--- src/rtl/dram_ctrl.sv ---
// rtl/dram_ctrl.sv - single-bank DRAM controller with open-row policy
// Registered DRAM pins; one request in flight; read data held until consumed.
module dram_ctrl #(
   parameter int TRP  = 5,
   parameter int TRCD = 5,
   parameter int TWR  = 5
) (
   input  logic        dram_clk,
   input  logic        dram_rst_n,
   input  logic        req_valid,
   output logic        req_ready,
   input  logic        req_write,
   input  logic [20:0] req_addr,
   input  logic [31:0] req_wdata,
   input  logic [3:0]  req_wstrb,
   output logic        rsp_valid,
   input  logic        rsp_ready,
   output logic [31:0] rsp_rdata,
   output logic        DRAM_CSn,
   output logic        DRAM_RASn,
   output logic        DRAM_CASn,
   output logic [3:0]  DRAM_WEn,
   output logic [10:0] DRAM_A,
   output logic [31:0] DRAM_D,
   input  logic [31:0] DRAM_Q,
   input  logic        DRAM_valid
);

   localparam int CW = 8;

   typedef enum logic [2:0] {
      S_IDLE, S_PRE, S_ACT, S_CAS, S_WAIT_RP, S_WAIT_RCD, S_WAIT_RD, S_WAIT_WR
   } state_t;

   typedef enum logic [2:0] {C_NOP, C_PRE, C_ACT, C_RD, C_WR} cmd_t;

   state_t        state, state_nxt;
   cmd_t          cmd;
   logic [CW-1:0] cnt, cnt_nxt;
   logic          rsp_valid_nxt, req_ready_nxt, capture, hs;

   logic          lat_write;
   logic [20:0]   lat_addr;
   logic [31:0]   lat_wdata;
   logic [3:0]    lat_wstrb;
   logic          row_open;
   logic [10:0]   open_row;

   logic          cur_write;
   logic [10:0]   cur_row;
   logic [9:0]    cur_col;
   logic [31:0]   cur_wdata;
   logic [3:0]    cur_wstrb;

   assign hs = req_valid && req_ready;

   // A row-hit CAS goes out on the handshake edge, before the latch is loaded.
   always_comb begin
      cur_write = lat_write;
      cur_row   = lat_addr[20:10];
      cur_col   = lat_addr[9:0];
      cur_wdata = lat_wdata;
      cur_wstrb = lat_wstrb;
      if (state == S_IDLE) begin
         cur_write = req_write;
         cur_row   = req_addr[20:10];
         cur_col   = req_addr[9:0];
         cur_wdata = req_wdata;
         cur_wstrb = req_wstrb;
      end
   end

   always_comb begin
      state_nxt     = state;
      cnt_nxt       = cnt;
      cmd           = C_NOP;
      capture       = 1'b0;
      rsp_valid_nxt = rsp_valid;
      if (rsp_valid && rsp_ready)
         rsp_valid_nxt = 1'b0;
      case (state)
         S_IDLE: begin
            if (hs) begin
               if (row_open && open_row == cur_row) begin
                  state_nxt = S_CAS;
                  cmd       = cur_write ? C_WR : C_RD;
               end else if (row_open) begin
                  state_nxt = S_PRE;
                  cmd       = C_PRE;
               end else begin
                  state_nxt = S_ACT;
                  cmd       = C_ACT;
               end
            end
         end
         S_PRE: begin
            state_nxt = S_WAIT_RP;
            cnt_nxt   = CW'(TRP - 1);
         end
         S_WAIT_RP: begin
            if (cnt == '0) begin
               state_nxt = S_ACT;
               cmd       = C_ACT;
            end else begin
               cnt_nxt = cnt - CW'(1);
            end
         end
         S_ACT: begin
            state_nxt = S_WAIT_RCD;
            cnt_nxt   = CW'(TRCD - 1);
         end
         S_WAIT_RCD: begin
            if (cnt == '0) begin
               state_nxt = S_CAS;
               cmd       = cur_write ? C_WR : C_RD;
            end else begin
               cnt_nxt = cnt - CW'(1);
            end
         end
         S_CAS: begin
            if (cur_write) begin
               state_nxt = S_WAIT_WR;
               cnt_nxt   = CW'(TWR - 1);
            end else begin
               state_nxt = S_WAIT_RD;
            end
         end
         S_WAIT_RD: begin
            if (DRAM_valid) begin
               capture       = 1'b1;
               rsp_valid_nxt = 1'b1;
               state_nxt     = S_IDLE;
            end
         end
         S_WAIT_WR: begin
            if (cnt == '0)
               state_nxt = S_IDLE;
            else
               cnt_nxt = cnt - CW'(1);
         end
         default: state_nxt = S_IDLE;
      endcase
      req_ready_nxt = (state_nxt == S_IDLE) && !rsp_valid_nxt;
   end

   always_ff @(posedge dram_clk or negedge dram_rst_n) begin
      if (!dram_rst_n) begin
         state     <= S_IDLE;
         cnt       <= '0;
         req_ready <= 1'b0;
         rsp_valid <= 1'b0;
         rsp_rdata <= '0;
         lat_write <= 1'b0;
         lat_addr  <= '0;
         lat_wdata <= '0;
         lat_wstrb <= '0;
         row_open  <= 1'b0;
         open_row  <= '0;
         DRAM_CSn  <= 1'b1;
         DRAM_RASn <= 1'b1;
         DRAM_CASn <= 1'b1;
         DRAM_WEn  <= 4'hF;
         DRAM_A    <= '0;
         DRAM_D    <= '0;
      end else begin
         state     <= state_nxt;
         cnt       <= cnt_nxt;
         req_ready <= req_ready_nxt;
         rsp_valid <= rsp_valid_nxt;
         if (capture)
            rsp_rdata <= DRAM_Q;
         if (hs) begin
            lat_write <= req_write;
            lat_addr  <= req_addr;
            lat_wdata <= req_wdata;
            lat_wstrb <= req_wstrb;
         end
         // Address and data buses hold their last value through NOPs.
         DRAM_CSn  <= 1'b1;
         DRAM_RASn <= 1'b1;
         DRAM_CASn <= 1'b1;
         DRAM_WEn  <= 4'hF;
         case (cmd)
            C_PRE: begin
               DRAM_CSn  <= 1'b0;
               DRAM_RASn <= 1'b0;
               DRAM_WEn  <= 4'h0;
               row_open  <= 1'b0;
            end
            C_ACT: begin
               DRAM_CSn  <= 1'b0;
               DRAM_RASn <= 1'b0;
               DRAM_A    <= cur_row;
               row_open  <= 1'b1;
               open_row  <= cur_row;
            end
            C_RD: begin
               DRAM_CSn  <= 1'b0;
               DRAM_CASn <= 1'b0;
               DRAM_A    <= {1'b0, cur_col};
            end
            C_WR: begin
               DRAM_CSn  <= 1'b0;
               DRAM_CASn <= 1'b0;
               DRAM_WEn  <= ~cur_wstrb;
               DRAM_A    <= {1'b0, cur_col};
               DRAM_D    <= cur_wdata;
            end
            default: ;
         endcase
      end
   end

endmodule

--- config.mk ---
export PLATFORM = sky130hd
export DESIGN_NAME = dram_ctrl
export DESIGN_NICKNAME = d
export VERILOG_FILES = /design/src/rtl/dram_ctrl.sv
export SDC_FILE = /design/constraint.sdc
export NUM_CORES = 1
export LEC_CHECK = 0
export CELL_PAD_IN_SITES_DETAIL_PLACEMENT = 0
export CELL_PAD_IN_SITES_GLOBAL_PLACEMENT = 2
export CORE_MARGIN = 2
export CORE_UTILIZATION = 32
export CTS_CLUSTER_SIZE = 8
export DETAILED_ROUTE_END_ITERATION = 7
export HOLD_SLACK_MARGIN = 0.1
export PLACE_DENSITY_LB_ADDON = 0.1
export SYNTH_ARGS = -nofsm -noshare
export SYNTH_HDL_FRONTEND = slang
export SYNTH_SLANG_ARGS = --single-unit
--- constraint.sdc ---
create_clock -name dram_clk -period 3.1 [get_ports dram_clk]
set_clock_uncertainty 0.1 [all_clocks]
set_input_delay 0.62 -clock dram_clk [delete_from_list [all_inputs] [get_ports dram_clk]]
set_output_delay 0.62 -clock dram_clk [all_outputs]
set_load 0.02 [all_outputs]
==> flow_summary.yaml <==
outcome:
  status: "complete, no violations"
cells_and_area:
  fin_area_um2: 10300
  syn2layout_area_growth_pct: 38.6
  mostFrequentLayoutCell: "clkdlybuf4s50_1"
  fin_util: 0.454
  multi_input_area_um2: 3110
  nets: 904
  diodes: 0
  n_fill_cell: 2095
  drive_gt1_frac: 0.233
  regArea_um2: 4140
  final_cell_mix: "177 x clkdlybuf4s50_1, 158 x dfrtp_1, 128 x nand2_1"
die:
  die_h_um: 156
  io_pins: 179
  die_w_um: 156
  floorplan.initialDensity: 0.328
  die_area_um2: 24500
  rows: 55
  core_region_area_um2: 22700
grt:
  grt_pass1_vias: 5542
  grt_usage: 0.161
  grt_max_degree: 75
  grt_overflow: 0
  grt_pass1_wl_um: 30200
  antenna_found_initial: 1
drt:
  wl_per_cell_um: 17.3
  routed_via_density: 4.77
  wl_met1_um: 8460
  routed-via-count: 5276
  met2_length_um: 8720
  drcViolationCount: 0
  first_pass_iters: 4
  drtIter0Drc: 244
  routed.top_layer: "met5"
  ant_nets: 0
  wl_met3_um: 1700
  finalWirelength_um: 19100
setup_path:
  start_kind: "flip-flop"
  cp_data_required_time_ns: 3.30
  cp_data_arrival_time_ns: 3.13
  cp_max_fo: 13
  crit_type: "reg2reg"
  reg2reg_depth: 9
  slowest_stage: "nor3_4"
  crit_family: "simple AND/OR/NAND/NOR gates"
  crit_chain: "buf_4 -> nor3_4 -> o2111ai_1 -> nand2_1 -> o2111ai_1 -> nor4b_4 -> o21ai_4 -> buf_4 -> mux2_4"
  critPathMaxStageDelay_ns: 0.54
  cp_num_buf_inv: 2
  crit_cells: 9
  cp-end-kind: "flip-flop"
  r2r_setup_slack_ns: 0.17
clocking:
  clockRootBuffer: "clkbuf_16"
  cts_tree: "done"
  cts_buffer_depth: 2
  cts-hold-fix-buffers: 0
  path_clk_slew_ns: 0.06
  cts_num_sinks: 165
  worst_skew_pair.late_latency_ns: 0.43
  htreeDepth: 4
  cts-buffers-inserted: 17
place:
  place_hpwl_um: 13300
  place.gp.congestion: 0.719
  io_buffers: 178
  dpl_cell_area_um2: 9670
synthesis:
  synthArstFlopShare: 1.00
  synth-seq-cells: 165
  yosys.area.top_type: "dfrtp_1"
  synth.distinct_cells: 49
  synth_fp_nets: 715
  synth_area_leaders: "dfrtp_1 53%, mux2_2 14%, nand2_1 6.5%"
  syn_area_per_cell_um2: 12.0
  syn_inst: 619
  synth_edf_count: 0
  yosys.area.top_type_share: 0.531
  synth_area_um2: 7440
  synth_warnings: 0
  seq_area_frac_synth: 0.556
  synth_flop_cell: "dfrtp_1"
sta:
  slew_violations: 0
  holdWs_ns: 0.131
  rsz0062_at_grt: "false"
  fin_crit_ns: 2.93
  setup_violations: 0
  fin_crit_sh: 0.944
  final_hold_viol_count: 0
  setup_tns_ns: 0
  slew_headroom: 0.496
  worstMarginPinSlew_ns: 0.757
  fmax_ghz: 0.342
power_and_ir_drop:
  internal_power_mw: 6.71
  switching_share: 0.358
  finalPower_mw: 10.5
  power.switching_mw: 3.74
  leakage_nw: 4.73
  peakVddDrop_mv: 0.432
  power_frac_comb: 0.431
  pwr_density_cell_nw_per_um2: 1010
  clkPwrFrac: 0.218
  seqPwrFrac: 0.351
hold_path:
  min_path_type: "in2async"
job:
  drv_cap: 0
## through the flow
stage               worst slack (ns)  cells
floorplan                      0.500    619
finish                         0.173   1105
global placement              0.0295   1073
detailed placement            0.0129   1073
CTS                           0.0586   1104
global route                  0.0918   1105
## metal layers
metal / track usage / vias to the layer above
met4: 0.0433 / 2
met1: 0.206 / 2605
met2: 0.250 / 151
met5: 0 / -
met3: 0.0665 / 17
li1: - / 2501
## power by group through the flow
| stage | sequential, mW | combinational (mW) | clock (mW) |
|---|---|---|---|
| 3_5_place_dp | 3.70 | 4.55 | 0 |
| 4_1_cts | 3.68 | 4.57 | 2.35 |
| 6_report | 3.67 | 4.51 | 2.28 |
| 2_1_floorplan | 4.08 | 2.40 | 0 |
| 5_1_grt | 3.80 | 4.94 | 2.44 |
| 3_3_place_gp | 3.66 | 4.51 | 0 |
## synthesized netlist by cell type, drive strengths merged (6+ instances only)
master,n
dfrtp,158
nand2,129
mux2,121
clkbuf,25
mux2i,25
o21ai,21
nor2,15
inv,14
a21oi,12
a21boi,7
buf,7
dfstp,7
nor3,7
xor2,7
nand3,6
o21a,6
or3,6
xnor2,6
## area by class of cell
class / instances / share of cell area
clock buffers: 18 / 0.0416
flip-flops and latches: 165 / 0.401
well taps: 285 / 0.0346
repair buffers: 202 / 0.197
clock inverters: 13 / 0.0189
multi-input cells: 408 / 0.302
inverters: 14 / 0.00510
## worst paths after layout
check,start,to
worst max-delay path,state[1],DRAM_D[8]
worst min-delay path,dram_rst_n,lat_addr[20]
worst max register to register,state[1],DRAM_D[8]
worst min register to register,lat_addr[9],lat_addr[9]
max in group asynchronous,dram_rst_n,DRAM_WEn[2]
min in group dram_clk,lat_addr[9],lat_addr[9]
## sequential cells by signal, summed over array words and instances (netlist names)
register,count
lat_addr,21
DRAM_RASn,1
DRAM_D,32
lat_write,1
cnt,8
DRAM_A,11
open_row,11
DRAM_CSn,1
rsp_rdata,32
DRAM_CASn,1
lat_wdata,32
state,3
rsp_valid,1
req_ready,1
lat_wstrb,4
row_open,1
DRAM_WEn,4
## kinds of logic after synthesis
| logic type | Yosys count | synth area share |
|---|---|---|
| adder cells (fa/ha/maj) | 1 | 0.00168 |
| flip-flops | 165 | 0.556 |
| multiplexers | 146 | 0.234 |
| XOR/XNOR | 13 | 0.0153 |
| buffers and inverters | 46 | 0.0296 |
| AND/OR/NAND/NOR | 182 | 0.106 |
| AO/OA/AOI/OAI | 66 | 0.0573 |
## what timing repair did
item                                    in CTS  in global routing
setup buffers                                0                  1
resized for setup                            0                  2
endpoints found under the setup margin       0                 32
## worst reg2reg max path: cells and delay by family, from the launching register on
kind                   cells  cell delay, ns
AOI/OAI and AO/OA          3            0.50
buffers and inverters      2            0.40
DFF                        1            0.39
muxes                      1            0.31
and+or+nand+nor            3            1.10
No activity file was read; power rests on OpenSTA's default activity.
